[config.mk]
export PLATFORM = sky130hd
export DESIGN_NAME = sar_search_12
export DESIGN_NICKNAME = d
export VERILOG_FILES = /design/src/rtl/sar_search_12_pkg.sv /design/src/rtl/sar_search_12.sv
export SDC_FILE = /design/constraint.sdc
export NUM_CORES = 1
export LEC_CHECK = 0
export ABC_AREA = 1
export CAP_MARGIN = 5
export CORE_MARGIN = 2
export CORE_UTILIZATION = 50
export CTS_BUF_LIST = sky130_fd_sc_hd__clkbuf_4
export CTS_CLUSTER_SIZE = 8
export DETAILED_ROUTE_END_ITERATION = 6
export GPL_TIMING_DRIVEN = 0
export PLACE_DENSITY = 0.79
export SYNTH_ARGS = -nofsm -noshare
export SYNTH_HDL_FRONTEND = slang
export SYNTH_SLANG_ARGS = --single-unit
export TNS_END_PERCENT = 30
[constraint.sdc]
create_clock -name clk -period 1.8 [get_ports clk]
set_clock_uncertainty 0.05 [all_clocks]
set_input_delay 0.18 -clock clk [delete_from_list [all_inputs] [get_ports clk]]
set_output_delay 0.18 -clock clk [all_outputs]
set_load 0.01 [all_outputs]
[src/rtl/sar_search_12_pkg.sv]
// Shared types and encodings for the successive-approximation search controller.
// Verdict codes follow the comparator's {L,E,G} output ordering.
package sar_search_12_pkg;

  localparam int unsigned SAR_WIDTH = 12;

  typedef enum logic [1:0] {
    S_IDLE = 2'd0,
    S_WAIT = 2'd1,
    S_EVAL = 2'd2,
    S_DONE = 2'd3
  } sar_state_t;

  localparam logic [2:0] VERDICT_L = 3'b100;
  localparam logic [2:0] VERDICT_E = 3'b010;
  localparam logic [2:0] VERDICT_G = 3'b001;

endpackage

[src/rtl/sar_search_12.sv]
// Successive-approximation search: drives trial onto a comparator's B operand
// and recovers its A operand MSB first from the E/G/L verdicts.
module sar_search_12
  import sar_search_12_pkg::*;
#(
  parameter int unsigned WIDTH  = SAR_WIDTH,
  parameter int unsigned SETTLE = 0
) (
  input  logic             clk,
  input  logic             rst_n,
  input  logic             start,
  input  logic             cmp_e,
  input  logic             cmp_g,
  input  logic             cmp_l,
  output logic [WIDTH-1:0] trial,
  output logic             cmp_cin,
  output logic             busy,
  output logic             done,
  output logic [WIDTH-1:0] result,
  output logic             err
);

  localparam int unsigned IDXW = (WIDTH > 1) ? $clog2(WIDTH) : 1;
  localparam logic [IDXW-1:0] IDX_TOP = IDXW'(WIDTH - 1);
  localparam logic [3:0] SETTLE_LAST = (SETTLE > 0) ? 4'(SETTLE - 1) : '0;
  localparam sar_state_t S_NEXT_BIT = (SETTLE > 0) ? S_WAIT : S_EVAL;
  localparam logic [WIDTH-1:0] TRIAL_MSB = {1'b1, {(WIDTH-1){1'b0}}};
  localparam logic [WIDTH-1:0] ONE = {{(WIDTH-1){1'b0}}, 1'b1};

  sar_state_t       r_state;
  sar_state_t       w_state_nxt;
  logic [WIDTH-1:0] r_trial;
  logic [WIDTH-1:0] w_trial_nxt;
  logic [WIDTH-1:0] r_result;
  logic [WIDTH-1:0] w_result_nxt;
  logic [IDXW-1:0]  r_idx;
  logic [IDXW-1:0]  w_idx_nxt;
  logic [3:0]       r_settle;
  logic [3:0]       w_settle_nxt;
  logic             r_err;
  logic             w_err_nxt;
  logic             r_busy;
  logic             r_done;

  logic [2:0]       w_verdict;
  logic [WIDTH-1:0] w_bit;
  logic [WIDTH-1:0] w_bit_lo;
  logic [WIDTH-1:0] w_decided;

  assign w_verdict = {cmp_l, cmp_e, cmp_g};
  assign w_bit     = ONE << r_idx;
  assign w_bit_lo  = w_bit >> 1;
  // L means the trial overshot A, so the bit under test is dropped.
  assign w_decided = (w_verdict == VERDICT_L) ? (r_trial & ~w_bit) : r_trial;

  always_ff @(posedge clk or negedge rst_n) begin
    if (!rst_n) begin
      r_state  <= S_IDLE;
      r_trial  <= '0;
      r_result <= '0;
      r_idx    <= IDX_TOP;
      r_settle <= '0;
      r_err    <= 1'b0;
      r_busy   <= 1'b0;
      r_done   <= 1'b0;
    end else begin
      r_state  <= w_state_nxt;
      r_trial  <= w_trial_nxt;
      r_result <= w_result_nxt;
      r_idx    <= w_idx_nxt;
      r_settle <= w_settle_nxt;
      r_err    <= w_err_nxt;
      r_busy   <= (w_state_nxt == S_WAIT) || (w_state_nxt == S_EVAL);
      r_done   <= (w_state_nxt == S_DONE);
    end
  end

  always_comb begin
    w_state_nxt  = r_state;
    w_trial_nxt  = r_trial;
    w_result_nxt = r_result;
    w_idx_nxt    = r_idx;
    w_settle_nxt = r_settle;
    w_err_nxt    = r_err;
    unique case (r_state)
      S_IDLE: begin
        if (start) begin
          w_state_nxt  = S_NEXT_BIT;
          w_trial_nxt  = TRIAL_MSB;
          w_idx_nxt    = IDX_TOP;
          w_settle_nxt = '0;
          w_err_nxt    = 1'b0;
        end
      end
      S_WAIT: begin
        if (r_settle == SETTLE_LAST) begin
          w_settle_nxt = '0;
          w_state_nxt  = S_EVAL;
        end else begin
          w_settle_nxt = r_settle + 4'd1;
        end
      end
      S_EVAL: begin
        case (w_verdict)
          VERDICT_L, VERDICT_G: begin
            if (r_idx == '0) begin
              w_trial_nxt  = w_decided;
              w_result_nxt = w_decided;
              w_state_nxt  = S_DONE;
            end else begin
              w_trial_nxt = w_decided | w_bit_lo;
              w_idx_nxt   = r_idx - 1'b1;
              w_state_nxt = S_NEXT_BIT;
            end
          end
          VERDICT_E: begin
            w_result_nxt = r_trial;
            w_state_nxt  = S_DONE;
          end
          default: begin
            w_result_nxt = '0;
            w_err_nxt    = 1'b1;
            w_state_nxt  = S_DONE;
          end
        endcase
      end
      S_DONE: begin
        w_idx_nxt   = IDX_TOP;
        w_state_nxt = S_IDLE;
      end
      default: w_state_nxt = S_IDLE;
    endcase
  end

  assign trial   = r_trial;
  assign cmp_cin = 1'b0;
  assign busy    = r_busy;
  assign done    = r_done;
  assign result  = r_result;
  assign err     = r_err;

endmodule

==> results of run 1 <==
repair_timing:
item	4_1_cts	5_1_grt
endpoints found under the hold margin	34	0
pin swaps	1	1
gates resized for setup	1	2
setup buffers	2	3
endpoints found under the setup margin	2	14
gates cloned	0	0
hold buffers	1	0
power by group through the flow:
stage	Sequential, mW	Combinational (mW)	Clock [mW]
6_report	1.27	1.82	0.422
5_1_grt	1.30	2.06	0.448
4_1_cts	1.27	1.76	0.427
3_5_place_dp	1.28	1.72	0
3_3_place_gp	1.28	1.66	0
2_1_floorplan	1.32	1.09	0
metal layers:
layer	part of all wire, %	vias to the layer above
li1	-	930
met1	47	884
met2	48	40
met3	3.4	9
met4	2.1	0
met5	0	-
cell type report:
class | instances | area share [%]
buffer | 10 | 3.20
clock buffer | 5 | 1.47
clock inverter | 3 | 0.492
inverter | 26 | 4.03
multi-input combinational | 194 | 37.4
sequential | 37 | 36.5
tap | 50 | 2.46
timing repair buffer | 38 | 14.4
cells by family (layout without fill, tap and decap cells):
group           Yosys count  after routing  synth area share [%]
simple gates            158            158                  33.2
other cells               1              1                 0.183
compound gates           25             25                  6.70
buf+inv                  36             82                  8.96
fa+ha+maj                 8              8                  4.88
xor+xnor                  2              2                 0.853
flops                    37             37                  45.3
Yosys cell counts:
cell,number,area (um^2)
nand2_1,100,375
nand3_1,35,175
buf_2,2,10.0
o21ai_4,1,16.3
buf_6,3,33.8
conb_1,1,3.75
nand3_2,1,10.0
buf_4,5,37.5
dfstp_2,3,78.8
ha_1,8,100
o22ai_1,1,6.26
inv_1,24,90.1
nor2_4,2,22.5
o21ai_1,9,45.0
o21ai_0,12,60.1
a21oi_1,2,10.0
dfrtp_1,34,851
or2_2,1,6.26
nand2_8,1,20.0
nor2_1,16,60.1
nand4_1,1,6.26
nor3_1,1,5.00
xor2_1,2,17.5
inv_6,1,8.76
inv_2,1,3.75
how the worst max path moves through the flow:
stage	startpoint	slack (ns)	end	cells after the start
2_1_floorplan	r_idx[0]	0.005	busy	8
3_3_place_gp	rst_n	-0.31	trial[5]	1
3_5_place_dp	cmp_g	-0.22	busy	8
4_1_cts	r_idx[1]	0.003	result[8]	9
5_1_grt	r_idx[0]	0.03	result[11]	9
6_report	r_idx[0]	0.07	busy	8
stage by stage:
stage | TNS [ns] | setup slack, ns | utilization [%] | power [mW] | cell area [um^2]
floorplan | 0 | 0.00519 | - | 2.41 | 2070
global placement | -10.78 | -0.311 | 61.7 | 2.94 | 2450
detailed placement | -0.330 | -0.217 | 61.5 | 3.00 | 2440
CTS | 0 | 0.00274 | 63.4 | 3.46 | 2520
global route | 0 | 0.0270 | 64.1 | 3.80 | 2540
finish | 0 | 0.0688 | 64.1 | 3.51 | 2540
sequential cells by signal, summed over array words and instances, names as in the netlist:
name	cells
err	1
r_settle	4
done	1
r_state	2
trial	12
busy	1
r_idx	4
result	12
worst register-to-register path: stages (launching register included):
cell     delay (ns)
dfstp_2        0.57
inv_2          0.08
ha_4           0.19
nand2_8        0.08
nor2_4         0.05
o21ai_4        0.17
buf_6          0.13
nand2_1        0.04
ha_1           0.27
==> results.yml, run 1 <==
global_routing:
  globalRoute.busiestLayer: "met2"
  grt_start_max_net_pins: 38
  grt_use_met3_pct: 4.44
  met2_usage_pct: 35.6
  met1_usage_pct: 28.4
  grt_antenna_before_repair: 0
  global_route.usage.total_pct: 21.9
  grt_pass1_vias: 1739
  grt_first_pass_wirelength_mm: 7.62
  grt_ovf: 0
drt:
  via_per_inst: 5.13
  wire_per_inst_um: 12.3
  detail-route-antenna-nets: 0
  drt_drc_violations_left: 0
  drt-pass1-iter-count: 4
  wl_mm: 4.48
  routed-via-count: 1863
  drt_iter0_markers: 66
synthesis:
  synth_sequential_area_ratio_pct: 45.3
  syn-mean-instance-area_um2: 7.69
  yosysWarningCount: 0
  yosys.cell_types.count: 25
  syn-num-nets: 281
  netlist_area_um2: 2050
  synth-seq-cells: 37
  netlist_instances: 267
clock_tree:
  clk_pin_slew_worst_paths_ns: 0.11
  cts_max_level: 2
  cts.root.buffer_cell: "clkbuf_4"
  cts_num_sinks: 37
  tritoncts: "done"
  clk_latency_ns: 0.35
  tritoncts.num_buffers: 5
  cts_max_path_buffers: 2
setup_path:
  crit_buf_inv: 2
  worst-setup-path-type: "flop to flop"
  worst_setup_path_start_kind: "flop"
  reg2reg_to: "busy"
  crit_path_top_delay_cell: "dfstp_2"
  cp.required_ns: 2.00
  worst-r2r-setup-slack_ns: 0.07
  critPathMaxStageDelay_ns: 0.57
  logic_depth_of_the_worst_register_to_register_path: 8
  arrival_ns: 1.93
  path_cells: "inv_2, ha_4, nand2_8, nor2_4, o21ai_4, buf_6, nand2_1, ha_1"
  crit-reg2reg-launch: "r_idx[0]"
  worstSetupEndpointType: "flop"
  critical_path_peak_fanout: 6
  cell_family_with_most_cp_delay: "flip-flops"
cells_and_area:
  mostFrequentLayoutCell: "nand2_1"
  multiInputGateArea_um2: 952
  post_route_cells_drive_above_1_share_pct: 11.5
  area_growth_pct: 23.9
  layout.cells.non_filler: 363
  most-common-layout-cells: "nand2_1 (100), nand3_1 (35), dfrtp_1 (34)"
  antennaDiodeCount: 0
  sequential_cell_area_um2: 930
  nFillCells: 362
  finish.net_count: 326
die:
  die_h_um: 68.1
  horizontal_die_dimension_um: 68.1
  fp.dieArea_um2: 4630
  floorplan.initialDensity_pct: 51.7
  core_region_area_um2: 3970
  placementRows: 23
  boundaryPins: 34
timing:
  max_clock_freq_mhz: 578
  timing.final.max_slew_violations: 0
  hold_viol: 0
  period_share_pct: 96.2
  timing.max_slew.rel_slack_pct: 45.5
  max_slew.worst_pin.slew_ns: 0.817
  whs_ns: 0.393
  final_period_minus_worst_setup_slack_ns: 1.73
  setup-violations-final: 0
  grt_setup_unrepaired: "no"
placement:
  gp_congestion: 0.947
  numPortBuffers: 32
  place.detailed.hpwl_mm: 3.22
  dpl.cell_count: 349
power_and_ir_drop:
  cellInternalPower_mw: 2.01
  switchingPower_mw: 1.50
  p_leak_nw: 1.23
  power_switching_share_pct: 42.8
  p_comb_share_pct: 51.9
  part_of_the_power_in_registers_pct: 36.1
  power_per_cell_area_nw_per_um2: 1380
  clockPowerShare_pct: 12.0
  vdd_drop_max_mv: 0.658
min_path:
  worst_hold_path_type: "input port to asynchronous set/reset pin"
run:
  maxCapViolations: 0
status:
  outcome: "finished clean"
No activity file was read; power rests on OpenSTA's default activity.
==> inputs of run 2 (changes only) <==
--- a/config.mk
+++ b/config.mk
@@ -13,7 +13,7 @@
 export CTS_CLUSTER_SIZE = 8
 export DETAILED_ROUTE_END_ITERATION = 6
 export GPL_TIMING_DRIVEN = 0
-export PLACE_DENSITY = 0.79
+export PLACE_DENSITY_LB_ADDON = 0.25
 export SYNTH_ARGS = -nofsm -noshare
 export SYNTH_HDL_FRONTEND = slang
 export SYNTH_SLANG_ARGS = --single-unit
==> results.yml, run 2 (synthesis results as in run 1) <==
power_and_ir_drop:
  power_per_cell_area_nw_per_um2: 1360
  p_leak_nw: 1.23
  vdd_drop_max_mv: 0.751
timing:
  timing.max_slew.rel_slack_pct: 45.7
  max_slew.worst_pin.slew_ns: 0.814
  setup-violations-final: 0
  hold_viol: 0
  timing.final.max_slew_violations: 0
  period_share_pct: 94.4
  grt_setup_unrepaired: "no"
  max_clock_freq_mhz: 589
  final_period_minus_worst_setup_slack_ns: 1.70
  accumulated_negative_setup_slack_ns: 0
cells_and_area:
  post_route_cells_drive_above_1_share_pct: 11.6
  layout.cells.non_filler: 361
  most-common-layout-cells: "nand2_1 (100), nand3_1 (35), dfrtp_1 (34)"
  antennaDiodeCount: 0
  area_growth_pct: 23.5
  mostFrequentLayoutCell: "nand2_1"
  nFillCells: 358
  finish.net_count: 324
setup_path:
  cp-endpoint: "busy"
  crit_path_top_delay_cell: "dfstp_2"
  arrival_ns: 1.90
  critPathMaxStageDelay_ns: 0.57
  crit-reg2reg-launch: "r_idx[1]"
  critPathLaunch: "r_idx[1]"
  worstSetupEndpointType: "flop"
  cell_family_with_most_cp_delay: "flip-flops"
  crit_buf_inv: 2
  worst_setup_path_start_kind: "flop"
  worst-setup-path-type: "flop to flop"
  logic_depth_of_the_worst_register_to_register_path: 8
  worst-r2r-setup-slack_ns: 0.10
  critical_path_peak_fanout: 5
  reg2reg_to: "busy"
  path_cells: "inv_2, ha_4, nand2_8, nor2_4, o21ai_4, buf_6, nand2_1, ha_1"
  critical_path_cell_count: 8
  cp.required_ns: 2.00
clock_tree:
  cts_max_path_buffers: 2
  cts.root.buffer_cell: "clkbuf_4"
  cts_max_level: 2
  tritoncts: "done"
  clk_latency_ns: 0.35
  cts_num_sinks: 37
  clk_pin_slew_worst_paths_ns: 0.11
  tritoncts.num_buffers: 5
drt:
  drt_drc_violations_left: 0
  wl_mm: 4.24
  routed-via-count: 1780
  drt_iter0_markers: 89
  drt-pass1-iter-count: 4
  detail-route-antenna-nets: 0
  via_per_inst: 4.93
  wire_per_inst_um: 11.7
status:
  outcome: "finished clean"
run:
  maxCapViolations: 0
die:
  horizontal_die_dimension_um: 68.1
  core_region_area_um2: 3970
  die_h_um: 68.1
  fp.dieArea_um2: 4630
  placementRows: 23
  floorplan.initialDensity_pct: 51.7
  boundaryPins: 34
global_routing:
  grt_first_pass_wirelength_mm: 7.38
  grt_pass1_vias: 1668
  grt_ovf: 0
  grt_antenna_before_repair: 0
  global_route.usage.total_pct: 21.4
  grt_start_max_net_pins: 38
placement:
  gp_congestion: 0.878
  numPortBuffers: 32
  dpl.cell_count: 349
  place.detailed.hpwl_mm: 3.22
min_path:
  worst_hold_path_type: "input port to asynchronous set/reset pin"
[run 2: per-layer routing]
layer	part of all wire [%]	track usage, %	up-vias
li1	-	-	926
met1	48	27.7	813
met2	46	35.9	35
met3	3.8	4.93	6
met4	1.3	6.00	0
met5	0	0	-
[run 2: worst min path at each step]
stage / endpoint / slack, ns / depth (start not counted)
finish: r_settle[1] / 0.40 / 2
global route: r_settle[2] / 0.47 / 2
CTS: r_settle[2] / 0.43 / 2
detailed placement: r_settle[2] / 0.27 / 1
global placement: result[0] / 0.42 / 2
floorplan: busy / -0.17 / 0
[run 2: area by class of cell]
type	count	area, um^2	area share, %
Buffer	10	81.3	3.21
Clock buffer	6	45.0	1.78
Clock inverter	2	10.0	0.395
Inverter	26	103	4.05
Multi-Input combinational cell	194	952	37.6
Sequential cell	37	930	36.7
Tap cell	50	62.6	2.47
Timing Repair Buffer	36	352	13.9
[run 2: power by group]
group	switching, mW	internal [mW]
combinational	1.00	0.752
sequential	0.182	1.09
clock	0.271	0.164
total	1.45	2.00
[run 2: what timing repair did]
item	CTS	global route
pin swaps	1	0
resized for setup	1	2
setup endpoints to repair	2	11
setup buffers	2	1
endpoints found under the hold margin	34	0
cloned	0	0
hold buffers	1	0
[run 2: per-stage QoR]
stage               setup WS (ns)  power [mW]  utilization [%]  instance area, um^2  hold WS (ns)
floorplan                 0.00519        2.41                -                 2070        -0.166
global placement           -0.359        2.95             61.7                 2450         0.422
detailed placement         -0.189        2.99             61.5                 2440         0.272
CTS                        0.0482        3.47             63.5                 2520         0.427
global route               0.0159        3.78             63.8                 2530         0.474
finish                      0.101        3.46             63.8                 2530         0.401
==> inputs of run 3 (changes only) <==
--- a/config.mk
+++ b/config.mk
@@ -6,8 +6,6 @@
 export NUM_CORES = 1
 export LEC_CHECK = 0
 export ABC_AREA = 1
-export CAP_MARGIN = 5
-export CORE_MARGIN = 2
 export CORE_UTILIZATION = 50
 export CTS_BUF_LIST = sky130_fd_sc_hd__clkbuf_4
 export CTS_CLUSTER_SIZE = 8
==> results.yml, run 3 (synthesis results as in run 1) <==
global_routing:
  global_route.usage.total_pct: 24.5
  grt_start_max_net_pins: 38
  grt_antenna_before_repair: 0
  grt_ovf: 0
  grt_first_pass_wirelength_mm: 7.87
  grt_pass1_vias: 1782
die:
  fp.dieArea_um2: 4370
  placementRows: 22
  core_region_area_um2: 3800
  die_h_um: 66.1
  floorplan.initialDensity_pct: 54.1
  boundaryPins: 34
  horizontal_die_dimension_um: 66.1
drt:
  routedLengthMet1_mm: 2.16
  drt-pass1-iter-count: 5
  routed-via-count: 1837
  route.met3.wl_um: 173
  detail-route-antenna-nets: 0
  via_per_inst: 5.10
  wl_mm: 4.56
  drt_drc_violations_left: 0
  top_layer_used: "met4"
  drt_iter0_markers: 146
  met2_length_mm: 2.14
  wire_per_inst_um: 12.7
cells_and_area:
  finish.net_count: 326
  mostFrequentLayoutCell: "nand2_1"
  multiInputGateArea_um2: 952
  finish.instance_area_um2: 2560
  layout.cells.non_filler: 360
  sequential_cell_area_um2: 930
  nFillCells: 330
  area_growth_pct: 24.7
  antennaDiodeCount: 0
  most-common-layout-cells: "nand2_1 (100), nand3_1 (35), dfrtp_1 (34)"
  post_route_cells_drive_above_1_share_pct: 11.9
timing:
  final.setup.worst_slack_ns: 0.0670
  period_share_pct: 96.3
  timing.max_slew.rel_slack_pct: 45.8
  grt_setup_unrepaired: "no"
  max_clock_freq_mhz: 577
  final_period_minus_worst_setup_slack_ns: 1.73
  timing.final.max_slew_violations: 0
  max_slew.worst_pin.slew_ns: 0.813
  hold_viol: 0
  setup-violations-final: 0
setup_path:
  path_cells: "inv_2, ha_4, nand2_8, nor2_4, o21ai_4, buf_6, nand2_1, ha_1"
  crit_path_top_delay_cell: "dfstp_2"
  arrival_ns: 1.93
  critPathMaxStageDelay_ns: 0.58
  worst_setup_path_start_kind: "flop"
  logic_depth_of_the_worst_register_to_register_path: 8
  cp.required_ns: 2.00
  crit_buf_inv: 2
  worst-setup-path-type: "flop to flop"
  cell_family_with_most_cp_delay: "flip-flops"
  critical_path_peak_fanout: 5
  worstSetupEndpointType: "flop"
  critical_path_cell_count: 8
placement:
  dpl.cell_count: 347
  place.detailed.hpwl_mm: 3.29
  gp_congestion: 0.902
  pre_cts_slack_ns: -0.203
  instance_area_after_placement_um2: 2440
  numPortBuffers: 32
clock_tree:
  clk_latency_ns: 0.35
  clk_pin_slew_worst_paths_ns: 0.11
  tritoncts.num_buffers: 5
  tritoncts: "done"
  cts_max_level: 2
  cts_max_path_buffers: 2
  cts.root.buffer_cell: "clkbuf_4"
  cts_num_sinks: 37
power_and_ir_drop:
  vdd_drop_max_mv: 0.872
  p_leak_nw: 1.24
  power_per_cell_area_nw_per_um2: 1430
run:
  maxCapViolations: 0
status:
  outcome: "finished clean"
min_path:
  worst_hold_path_type: "input port to asynchronous set/reset pin"
-- run 3: cell types whose count changed in the layout (fill, tap and decap cells not counted), sizes merged --
cell / change
buf: +2
bufinv: +1
clkbuf: -1
clkinv: -1
-- run 3: routing by layer --
metal | track usage, % | up-vias
met5 | 0 | -
met4 | 10.1 | 0
met3 | 6.72 | 10
met2 | 40.7 | 43
met1 | 29.7 | 849
li1 | - | 935
-- run 3: final timing paths --
| kind | from | to | slack, ns |
|---|---|---|---|
| max in group asynchronous | rst_n | result[9] | 0.79 |
| setup reg to reg | r_idx[1] | busy | 0.07 |
| hold reg to reg | result[10] | result[10] | 0.45 |
| setup / recovery | r_idx[1] | busy | 0.07 |
| hold / removal | rst_n | r_settle[1] | 0.39 |
| min in group clk | result[10] | result[10] | 0.45 |
-- run 3: per-stage QoR --
step	total power [mW]	TNS [ns]	hold slack, ns	utilization (%)
after floorplan	2.41	0	-0.166	-
after global placement	2.95	-11.57	0.415	64.4
after detailed placement	3.02	-0.325	0.263	64.3
after CTS	3.66	0	0.423	67.2
after global routing	3.98	0	0.475	67.4
final	3.65	0	0.389	67.4
-- run 3: where the power goes --
part,internal [mW],switching (mW),leakage [nW]
Sequential,1.09,0.186,0.486
Combinational,0.773,1.05,0.717
Clock,0.283,0.277,0.0410
Total,2.14,1.51,1.24
-- run 3: worst reg2reg max path: stages (launching register included) --
cell and delay (ns):
dfstp_2 0.58, inv_2 0.07, ha_4 0.18, nand2_8 0.09, nor2_4 0.05, o21ai_4 0.17
buf_6 0.13, nand2_1 0.05, ha_1 0.26
-- run 3: final cells by class --
| cell class | instances | share of cell area (%) |
|---|---|---|
| timing repair buffer | 38 | 14.2 |
| clock inverter | 2 | 1.37 |
| sequential | 37 | 36.3 |
| buffer | 10 | 3.18 |
| clock buffer | 5 | 1.47 |
| tap | 48 | 2.34 |
| inverter | 26 | 4.01 |
| multi-input combinational | 194 | 37.2 |
-- run 3: timing repair --
action / CTS / global route
endpoints found under the setup margin: 3 / 5
endpoints found under the hold margin: 34 / 0
gates resized for setup: 2 / 0
pin swaps: 1 / 0
hold buffers: 1 / 0
buffers inserted: 4 / 1
